## config.mk

```make
export PLATFORM = sky130hd
export DESIGN_NAME = usb_crc_engine
export DESIGN_NICKNAME = d
export VERILOG_FILES = /design/src/rtl/usb_pkg.sv /design/src/rtl/usb_crc_step.sv /design/src/rtl/usb_crc_engine.sv
export SDC_FILE = /design/constraint.sdc
export NUM_CORES = 1
export LEC_CHECK = 0
export CAP_MARGIN = 20
export CORE_UTILIZATION = 49
export CTS_CLUSTER_SIZE = 10
export DETAILED_ROUTE_END_ITERATION = 8
export PLACE_DENSITY = 0.95
export SLEW_MARGIN = 20
export SYNTH_ARGS = -nofsm -noshare
export SYNTH_HDL_FRONTEND = slang
export SYNTH_SLANG_ARGS = --single-unit
```

## constraint.sdc

```tcl
create_clock -name clk -period 2.5 [get_ports clk]
set_input_delay 0.25 -clock clk [delete_from_list [all_inputs] [get_ports clk]]
set_output_delay 0.25 -clock clk [all_outputs]
set_load 0.005 [all_outputs]
```

## src/rtl/usb_pkg.sv

```systemverilog
// Shared types and constants for the USB CRC5/CRC16 engine.
package usb_pkg;

    typedef logic [7:0] bus8_t;

    typedef enum logic {
        CRC5  = 1'b0,
        CRC16 = 1'b1
    } crc_mode_t;

    localparam logic [15:0] CRC5_POLY      = 16'h0005;
    localparam logic [15:0] CRC16_POLY     = 16'h8005;
    localparam logic [15:0] CRC5_RESIDUAL  = 16'h000C;
    localparam logic [15:0] CRC16_RESIDUAL = 16'h800D;

    function automatic logic [15:0] crc_mask(crc_mode_t m);
        return (m == CRC16) ? 16'hFFFF : 16'h001F;
    endfunction

    function automatic logic [15:0] crc_poly(crc_mode_t m);
        return (m == CRC16) ? CRC16_POLY : CRC5_POLY;
    endfunction

endpackage

```

## src/rtl/usb_crc_step.sv

```systemverilog
// Folds up to BITS_PER_CLK data bits into the CRC, LSB first,
// skipping any bit whose enable is low.
module usb_crc_step
    import usb_pkg::*;
#(
    parameter int BITS_PER_CLK = 1
) (
    input  logic [15:0]             crc_in,
    input  crc_mode_t               mode,
    input  logic [BITS_PER_CLK-1:0] bits,
    input  logic [BITS_PER_CLK-1:0] en,
    output logic [15:0]             crc_out
);

    logic [15:0] c;
    logic        fb;

    always_comb begin
        c  = crc_in;
        fb = 1'b0;
        for (int i = 0; i < BITS_PER_CLK; i++) begin
            if (en[i]) begin
                fb = bits[i] ^ ((mode == CRC16) ? c[15] : c[4]);
                c  = ({c[14:0], 1'b0} ^ (fb ? crc_poly(mode) : 16'h0))
                     & crc_mask(mode);
            end
        end
        crc_out = c;
    end

endmodule

```

## src/rtl/usb_crc_engine.sv

```systemverilog
// USB CRC5/CRC16 engine, BITS_PER_CLK bits folded per clock.
// Define USB_CRC_CHECK_EN to add the good-residual match output.
module usb_crc_engine
    import usb_pkg::*;
#(
    parameter int BITS_PER_CLK = 1
) (
    input  logic        clk,
    input  logic        rst_n,
    input  logic        init,
    input  logic        mode,
    input  logic [7:0]  data,
    input  logic [2:0]  nbits,
    input  logic        valid,
    output logic        ready,
    output logic        busy,
    output logic [15:0] crc,
`ifdef USB_CRC_CHECK_EN
    output logic        match,
`endif
    output logic [15:0] crc_tx
);

    localparam int          B     = BITS_PER_CLK;
    localparam logic [3:0]  BSTEP = 4'(B);

    crc_mode_t      mode_q;
    logic [15:0]    crc_q;
    logic [15:0]    crc_step;
    bus8_t          shreg;
    logic [3:0]     rem;
    logic [3:0]     n_acc;
    logic [B-1:0]   en;
    logic           last;
    logic           accept;

    assign busy   = (rem != 4'd0);
    assign last   = busy && (rem <= BSTEP);
    assign ready  = !busy || last;
    assign accept = valid && ready;
    assign n_acc  = (nbits == 3'd0) ? 4'd8 : {1'b0, nbits};

    // Only the bits still owed by this byte take part in the step.
    always_comb begin
        en = '0;
        for (int i = 0; i < B; i++) begin
            en[i] = (4'(i) < rem);
        end
    end

    usb_crc_step #(
        .BITS_PER_CLK(B)
    ) u_step (
        .crc_in  (crc_q),
        .mode    (mode_q),
        .bits    (shreg[B-1:0]),
        .en      (en),
        .crc_out (crc_step)
    );

    always_ff @(posedge clk or negedge rst_n) begin
        if (!rst_n) begin
            crc_q  <= crc_mask(CRC5);
            mode_q <= CRC5;
            shreg  <= '0;
            rem    <= '0;
        end else begin
            if (init) begin
                mode_q <= crc_mode_t'(mode);
                crc_q  <= crc_mask(crc_mode_t'(mode));
            end else if (busy) begin
                crc_q <= crc_step;
            end

            // A new byte wins over both the abort and the running shift.
            if (accept) begin
                shreg <= data;
                rem   <= n_acc;
            end else if (init) begin
                rem <= '0;
            end else if (busy) begin
                shreg <= shreg >> B;
                rem   <= rem - (last ? rem : BSTEP);
            end
        end
    end

    assign crc = crc_q;

    always_comb begin
        crc_tx = '0;
        if (mode_q == CRC16) begin
            for (int i = 0; i < 16; i++) begin
                crc_tx[i] = ~crc_q[15-i];
            end
        end else begin
            for (int i = 0; i < 5; i++) begin
                crc_tx[i] = ~crc_q[4-i];
            end
        end
    end

`ifdef USB_CRC_CHECK_EN
    assign match = (mode_q == CRC16) ? (crc_q == CRC16_RESIDUAL)
                                     : (crc_q == CRC5_RESIDUAL);
`endif

endmodule

```

# Word-level counts from Yosys, hierarchy flattened
# Cells that the tools add are included.
[totals] ff_bits=29 word_cells=57 input_bits=16 output_inout_bits=34
[op_classes] mux=18 eq_ne=1 n_addsub=1 magnitude_cmp=2 n_bitwise=19 reduce_logical=12
[ops] cell="$mux W16" count=7
[ops] cell="$mux W8" count=3
[ops] cell="$mux W4" count=5
[ops] cell="$and A16 B16 Y16" count=1
[ops] cell="$not A1 Y1" count=16
[ops] cell="$xor A16 B16 Y16" count=1
[ops] cell="$mux W11" count=1
[ops] cell="$reduce_bool A2 Y1" count=3
[ops] cell="$mux W5" count=1
[ops] cell="$le A4 B1 Y1 const B" count=1
[ops] cell="$lt A1 B4 Y1 const A" count=1
[ops] cell="$reduce_and A2 Y1" count=2
[ops] cell="$reduce_bool A4 Y1" count=1
[ops] cell="$sub A4 B4 Y4" count=1
[ops] cell="$logic_not A3 Y1" count=1
[ops] cell="$reduce_bool A3 Y1" count=1
[ops] cell="$logic_and A1 B1 Y1" count=2
[ops] cell="$ne A2 B1 Y1 const B" count=1
[ops] cell="$logic_not A1 Y1" count=1
[ops] cell="$logic_or A1 B1 Y1" count=1
[ops] cell="$mux W1" count=1
[ops] cell="$xor A1 B1 Y1" count=1

# Longest topological paths before layout
# Gate-level depths: netlist of run 1.
[depth] word_depth=8 ltp_mapped=6 depth_no_buf=5

# By module
# From an unflattened synthesis of run 1, not the netlist that was laid out.
[unflattened] cells_unflattened=207 hier_area_um2=1755.4
[modules_own_cells] module="usb_crc_engine" instances=1 cells_each=158 area_each_um2=1471.4
[modules_own_cells] module="usb_crc_step" instances=1 cells_each=49 area_each_um2=284.0

# Least setup slack after synthesis of run 1
# OpenSTA, ideal clock, no wires.
[synth_path] path_type="flip-flop to flip-flop" start="register rem[3]" end="register shreg[4]" period_less_slack_ps=1494 required_ps=2377 stages_incl_launch_ff=5 t_arrival_ps=1371 slack_ps=1006 path_buffers=1 cell_sequence="dfrtp_1 nor4b_4 buf_6 mux2i_1 a21oi_1"
[synth_via] elab_chain_cells=6
[synth_rtl] item="start: declaration" line_no="usb_crc_engine.sv:31" text="logic [3:0] rem;"
[synth_rtl] item="start signal: assignment" line_no="usb_crc_engine.sv:78" text="rem <= n_acc;"
[synth_rtl] item="start signal: assignment" line_no="usb_crc_engine.sv:83" text="rem <= rem - (last ? rem : BSTEP);"
[synth_rtl] item="$le A4 B1 Y1 or $reduce_bool A4 Y1 (tied branches)" line_no="usb_crc_engine.sv:38, usb_crc_engine.sv:37"
[synth_rtl] item="$logic_and A1 B1 Y1 or $logic_not A1 Y1 (tied branches)" line_no="usb_crc_engine.sv:38, usb_crc_engine.sv:39"
[synth_rtl] item="$logic_or A1 B1 Y1" line_no="usb_crc_engine.sv:39" text="assign ready = !busy || last;"
[synth_rtl] item="$logic_and A1 B1 Y1" line_no="usb_crc_engine.sv:40" text="assign accept = valid && ready;"
[synth_rtl] item="$ne A2 B1 Y1 (no line) or $reduce_bool A2 Y1 (tied branches)"
[synth_rtl] item="$reduce_and A2 Y1 (no line)"
[synth_rtl] item="end signal: assignment" line_no="usb_crc_engine.sv:77" text="shreg <= data;"
[synth_rtl] item="end signal: assignment" line_no="usb_crc_engine.sv:82" text="shreg <= shreg >> B;"
[synth_rtl] item="end: declaration" line_no="usb_crc_engine.sv:30" text="bus8_t shreg;"
# Parallel ways exist; a longest one is shown, timed or not.
# A chain may end at the register's enable or synchronous reset.

# Final worst setup path of run 1
[layout_path] start="register mode_q" end="output port crc_tx[0]"
[layout_via] elab_chain_cells=1
[layout_rtl] item="start: declaration" line_no="usb_crc_engine.sv:27" text="crc_mode_t mode_q;"
[layout_rtl] item="start signal: assignment" line_no="usb_crc_engine.sv:69" text="mode_q <= crc_mode_t'(mode);"
[layout_rtl] item="$mux W5" line_no="usb_crc_engine.sv:92" text="if (mode_q == CRC16) begin"
[layout_rtl] item="end: declaration" line_no="usb_crc_engine.sv:21" text="output logic [15:0] crc_tx"
# Every way passes these cells.

==> results of run 1 <==
## registers in the layout, indices dropped and copies added (netlist names)
| name | cells |
|---|---|
| mode_q | 1 |
| rem | 4 |
| shreg | 8 |
| crc | 16 |
## worst max path at each step
stage	slack, ns	from	endpoint	depth (start not counted)
2_1_floorplan	1.01	rem[3]$_DFFE_PN0P_	shreg[4]$_DFFE_PN0P_	4
3_3_place_gp	0.57	mode_q$_DFFE_PN0P_	crc_tx[0]	2
3_5_place_dp	0.48	mode_q$_DFFE_PN0P_	crc_tx[0]	2
4_1_cts	0.1	mode_q$_DFFE_PN0P_	crc_tx[0]	2
5_1_grt	0.25	mode_q$_DFFE_PN0P_	crc_tx[0]	2
6_report	0.32	mode_q$_DFFE_PN0P_	crc_tx[0]	2
## cells in the final DEF, fill, tap and decap left out, types with 2 or more instances in the layout
| cell | count |
|---|---|
| nor2b_1 | 11 |
| inv_1 | 3 |
| xnor2_1 | 2 |
| nor3_1 | 5 |
| o21ai_0 | 2 |
| dfstp_2 | 5 |
| clkbuf_4 | 5 |
| buf_4 | 5 |
| nand3_1 | 15 |
| clkdlybuf4s50_1 | 49 |
| clkbuf_8 | 2 |
| a31oi_1 | 10 |
| nand2_1 | 20 |
| nor2_1 | 9 |
| mux2i_1 | 11 |
| dfrtp_1 | 23 |
| ha_1 | 2 |
| a21oi_1 | 10 |
## area by class of cell
cell class                      instances  share of cell area
Multi-Input combinational cell        111              0.3353
Clock buffer                            7             0.03114
Inverter                                5            0.008982
Timing Repair Buffer                   54              0.2527
Clock inverter                          1            0.002395
Sequential cell                        29              0.3509
Tap cell                               31             0.01856
## metal layers
layer	GRT usage	up-vias
met3	0.09821	12
met1	0.2921	704
met5	0	-
li1	-	643
met4	0.09524	0
met2	0.4452	95
## report_power, final
part           internal, mW  total, mW  switching, mW
combinational         0.615       1.16          0.547
clock                 0.163      0.329          0.167
sequential            0.664      0.877          0.213
total                  1.44       2.37          0.926
## kinds of logic after synthesis
family / after synthesis / share of synthesized area
multiplexers: 12 / 0.07997
buffers and inverters: 17 / 0.05605
AND/OR/NAND/NOR: 65 / 0.2267
XOR/XNOR: 3 / 0.01732
adder cells (fa/ha/maj): 2 / 0.01649
AO/OA/AOI/OAI: 29 / 0.1212
flip-flops: 29 / 0.4823
## through the flow
stage | worst slack (ns) | utilization
floorplan | 1.006 | -
global placement | 0.5749 | 0.7075
detailed placement | 0.4839 | 0.7075
CTS | 0.09834 | 0.7320
global route | 0.2495 | 0.7325
finish | 0.3193 | 0.7325
## repair_timing
item                                    CTS  global route
hold buffers                              0             0
gates resized for setup                   0             1
endpoints found under the setup margin    0             1
==> flow_summary.json, run 1 <==
{
  "routed_wl_um": 3872,
  "placed_cells": 230,
  "cts_max_level": 2,
  "drv_cap": 0,
  "arrival_ns": 1.93,
  "setup_viol": 0,
  "ys.warnings.count": 0,
  "first_iter_violations": 86,
  "async_flop_share": 1.000,
  "fin_tns_setup_ns": 0,
  "ctsLongestPathBuffers": 2,
  "hold_viol_final": 0,
  "power_density_mw_per_mm2": 1133,
  "status": "finished, violations left",
  "crit_required_ns": 2.25,
  "yosysUniqueCellTypes": 34,
  "cts_root_buffer": "clkbuf_4",
  "synth_common_cells": "24 x dfrtp_1, 20 x nand2_1, 15 x nand3_1",
  "nFillCells": 194,
  "p_leak_nw": 0.8565,
  "met3WireLength_um": 412,
  "critical_path.cell_chain": "mux2i_1, clkdlybuf4s50_1",
  "ios": 50,
  "top_layer": "met4",
  "syn_area_mm2": 0.001518,
  "start_util": 0.5320,
  "clkSinkCount": 29,
  "yosysTopAreaCell": "dfrtp_1",
  "synthCells": 157,
  "crit_type": "flop to output pin",
  "wl_met2_um": 1928,
  "ys_seq_area_frac": 0.4823,
  "cts_tree": "done",
  "syn_to_final_growth_pct": 37.67,
  "die_y_um": 57.66,
  "yosysTopAreaCellShare": 0.3957,
  "dpl_cell_area_mm2": 0.002018,
  "gr-usage-all-layers": 0.2579,
  "r2r-start": "mode_q$_DFFE_PN0P_",
  "drt_pass1_iterations": 9,
  "numCtsBuffers": 5,
  "ir_drop_v": 0.0006389,
  "r2r_end": "crc[2]$_DFFE_PN1P_",
  "r2r_cells": 4,
  "core_region_area_mm2": 0.002853,
  "vias": 1454,
  "cts_setup_buffers": 0,
  "grt_pass1_wl_um": 6292,
  "tightest_slew_ns": 0.4520,
  "dieArea_mm2": 0.003324,
  "multi_input_area_um2": 700.7,
  "period_minus_slack_ns": 2.181,
  "maxSlewViolCount": 0,
  "wl_per_cell_um": 16.27,
  "violations": "DRC",
  "clock_latency_ns": 0.35,
  "synth_edf_count": 0,
  "drt-met1-wl_um": 1448,
  "final_nets": 224,
  "antenna_found_initial": 0,
  "clk_pin_slew_ns": 0.10,
  "yosysMostFrequentCell": "dfrtp_1",
  "gp_congestion": 0.8183,
  "power_mw": 2.367,
  "cp_max_fo": 28,
  "die_x_um": 57.66,
  "grt-ovfl-total": 0,
  "via_per_inst": 6.109,
  "max_freq_ghz": 0.4586,
  "synthFlopType": "dfrtp_1",
  "grt_start_max_net_pins": 30,
  "finalNonFillerCells": 238,
  "fin_crit_sh": 0.8723,
  "cp-end-kind": "output pin",
  "n_antenna_cell": 0,
  "synthesis.nets": 175,
  "r2r_slack_ns": 0.76,
  "synth-seq-cells": 29,
  "path_buf_inv": 1,
  "max_stage_delay_ns": 0.66,
  "hp-class": "input pin to asynchronous set/reset pin",
  "grt_setup_unrepaired": "no",
  "synth.area.top_cells": "dfrtp_1 40%, dfstp_2 8.7%, mux2i_1 7.3%",
  "relSlewSlack": 0.6986,
  "path_delay_family": "flip-flops",
  "final_cell_area_mm2": 0.002090,
  "drcViolationCount": 5,
  "finClkSkew_ns": 0.01477,
  "slowest_stage": "dfrtp_2",
  "worst_setup_path_start_kind": "flop",
  "std_cell_rows": 19,
  "whs_ns": 0.2810,
  "drtAntennaViolNets": 0,
  "layout-drive-gt1-share": 0.1159,
  "io_buffers": 49,
  "avgSynthCellArea_um2": 9.667,
  "grt_pass1_vias": 1373,
  "regArea_um2": 733.2,
  "detailed_place_hpwl_um": 2757
}
(Power assumes the default switching activity.)
==> run 2, diff against run 1 <==
--- a/config.mk
+++ b/config.mk
@@ -9,6 +9,7 @@
 export CORE_UTILIZATION = 49
 export CTS_CLUSTER_SIZE = 10
 export DETAILED_ROUTE_END_ITERATION = 8
+export GPL_TIMING_DRIVEN = 0
 export PLACE_DENSITY = 0.95
 export SLEW_MARGIN = 20
 export SYNTH_ARGS = -nofsm -noshare
==> run 2 against run 1 <==
Compared with the run above:
- critical endpoint is now crc_tx[1]
- first-iteration DRC count shrank 19%
- via count down 4.1%
- the flow still finishes with violations (DRC)
- cell count grew 2.9%
- largest cell class unchanged
==> flow_summary.json, run 2 (same netlist as run 1, synthesis figures left out) <==
{
  "whs_ns": 0.2190,
  "critical_path.cell_chain": "buf_2, buf_1, mux2i_1, clkdlybuf4s50_1",
  "ir_drop_v": 0.0006318,
  "core_region_area_mm2": 0.002853,
  "path_delay_family": "buffers and inverters",
  "cp_max_fo": 10,
  "numCtsBuffers": 5,
  "first_iter_violations": 70,
  "grt_setup_unrepaired": "no",
  "max_stage_delay_ns": 0.52,
  "grt_start_max_net_pins": 30,
  "dieArea_mm2": 0.003324,
  "hold_viol_final": 0,
  "cp-end-kind": "output pin",
  "cts_tree": "done",
  "max_freq_ghz": 0.4358,
  "hp-start": "init",
  "r2r_cells": 4,
  "relSlewSlack": 0.5718,
  "cts_root_buffer": "clkbuf_4",
  "gp_congestion": 0.8045,
  "slowest_stage": "clkdlybuf4s50_1",
  "power_mw": 2.340,
  "hp-class": "input pin to flop",
  "grt-ovfl-total": 0,
  "p_leak_nw": 0.8624,
  "drt-met1-wl_um": 1506,
  "vias": 1395,
  "layout-drive-gt1-share": 0.1121,
  "drtAntennaViolNets": 0,
  "layout_common_cells": "47 x clkdlybuf4s50_1, 24 x dfrtp_1, 20 x nand2_1",
  "io_buffers": 48,
  "largest_reg_flops": 16,
  "antenna_found_initial": 0,
  "n_antenna_cell": 0,
  "ctsLongestPathBuffers": 2,
  "r2r_end": "shreg[4]$_DFFE_PN0P_",
  "hold-path-endpoint": "rem[2]$_DFFE_PN0P_",
  "gr-usage-all-layers": 0.2343,
  "placed_cells": 236,
  "grt_pass1_vias": 1318,
  "met3WireLength_um": 249,
  "drcViolationCount": 6,
  "via_per_inst": 5.694,
  "r2r_slack_ns": 0.84,
  "period_minus_slack_ns": 2.295,
  "worst_setup_path_start_kind": "flop",
  "final_common_cell": "clkdlybuf4s50_1",
  "maxSlewViolCount": 0,
  "detailed_place_hpwl_um": 2484,
  "syn_to_final_growth_pct": 38.42,
  "finalNonFillerCells": 245,
  "fin_tns_setup_ns": 0,
  "tightest_slew_ns": 0.6423,
  "finClkSkew_ns": 0.01060,
  "arrival_ns": 2.04,
  "cts_setup_buffers": 0,
  "wl_per_cell_um": 14.35,
  "drv_cap": 0,
  "clk_pin_slew_ns": 0.09,
  "clock_latency_ns": 0.34,
  "routed_wl_um": 3516,
  "status": "finished, violations left",
  "die_y_um": 57.66,
  "fin_crit_sh": 0.9178,
  "violations": "DRC",
  "crit_type": "flop to output pin",
  "r2r-start": "rem[3]$_DFFE_PN0P_",
  "top_layer": "met4",
  "setup_viol": 0,
  "ios": 50,
  "hold_buffers": 1,
  "power_density_mw_per_mm2": 1114,
  "die_x_um": 57.66,
  "std_cell_rows": 19,
  "final_nets": 231,
  "cts_max_level": 2,
  "post-place-ws_ns": 0.5791,
  "drt_pass1_iterations": 6,
  "clkSinkCount": 29,
  "wl_met2_um": 1703,
  "grt_pass1_wl_um": 5851,
  "crit_required_ns": 2.25,
  "fin_ws_ns": 0.2054,
  "start_util": 0.5320,
  "hold_depth": 2,
  "path_buf_inv": 3,
  "cts_resized": 0
}
==> run 2: cell count changes in the layout (fill, tap and decap cells not counted), moves of 2 or more <==
cell	change
buf_4	-5
buf_2	+6
buf_6	+2
clkdlybuf4s50_1	-2
clkbuf_1	+6
==> run 2: worst register-to-register path, stage by stage (launching register included) <==
cell and delay (ns):
dfrtp_1 0.46, nor4b_4 0.58, buf_6 0.22, mux2i_1 0.20, a21oi_1 0.08
==> run 2: routing by layer <==
layer / vias to the layer above / global-route usage
met5: - / 0
met4: 0 / 0.09184
met3: 7 / 0.07589
met2: 59 / 0.3970
met1: 668 / 0.2779
li1: 661 / -
==> run 2: worst max-delay path by stage <==
stage | from | endpoint | slack (ns) | depth (start not counted)
finish | mode_q$_DFFE_PN0P_ | crc_tx[1] | 0.21 | 4
global route | mode_q$_DFFE_PN0P_ | crc_tx[3] | 0.1 | 4
CTS | mode_q$_DFFE_PN0P_ | crc_tx[1] | 0.21 | 4
detailed placement | mode_q$_DFFE_PN0P_ | crc_tx[1] | 0.58 | 4
global placement | mode_q$_DFFE_PN0P_ | crc_tx[3] | 0.61 | 4
floorplan | rem[3]$_DFFE_PN0P_ | shreg[4]$_DFFE_PN0P_ | 1.01 | 4
==> run 2: per-stage QoR <==
step                cell area, µm²    util
floorplan                     1518       -
global placement              2037  0.7140
detailed placement            2032  0.7123
CTS                           2101  0.7364
global route                  2101  0.7364
finish                        2101  0.7364
==> run 2: area by class of cell <==
type                    instances  area [µm²]
clock buffers                   8       58.81
fillers                       219       752.0
repair buffers                 49       485.5
well taps                      31       38.79
inverters                       5       18.77
flip-flops and latches         29       732.0
multi-input cells             111       700.7
plain buffers                  12       66.31
==> run 2: report_power, final <==
part	leakage [nW]	internal (mW)	switching, mW
clock	0.0326	0.139	0.167
sequential	0.335	0.664	0.193
combinational	0.495	0.642	0.535
total	0.862	1.44	0.895
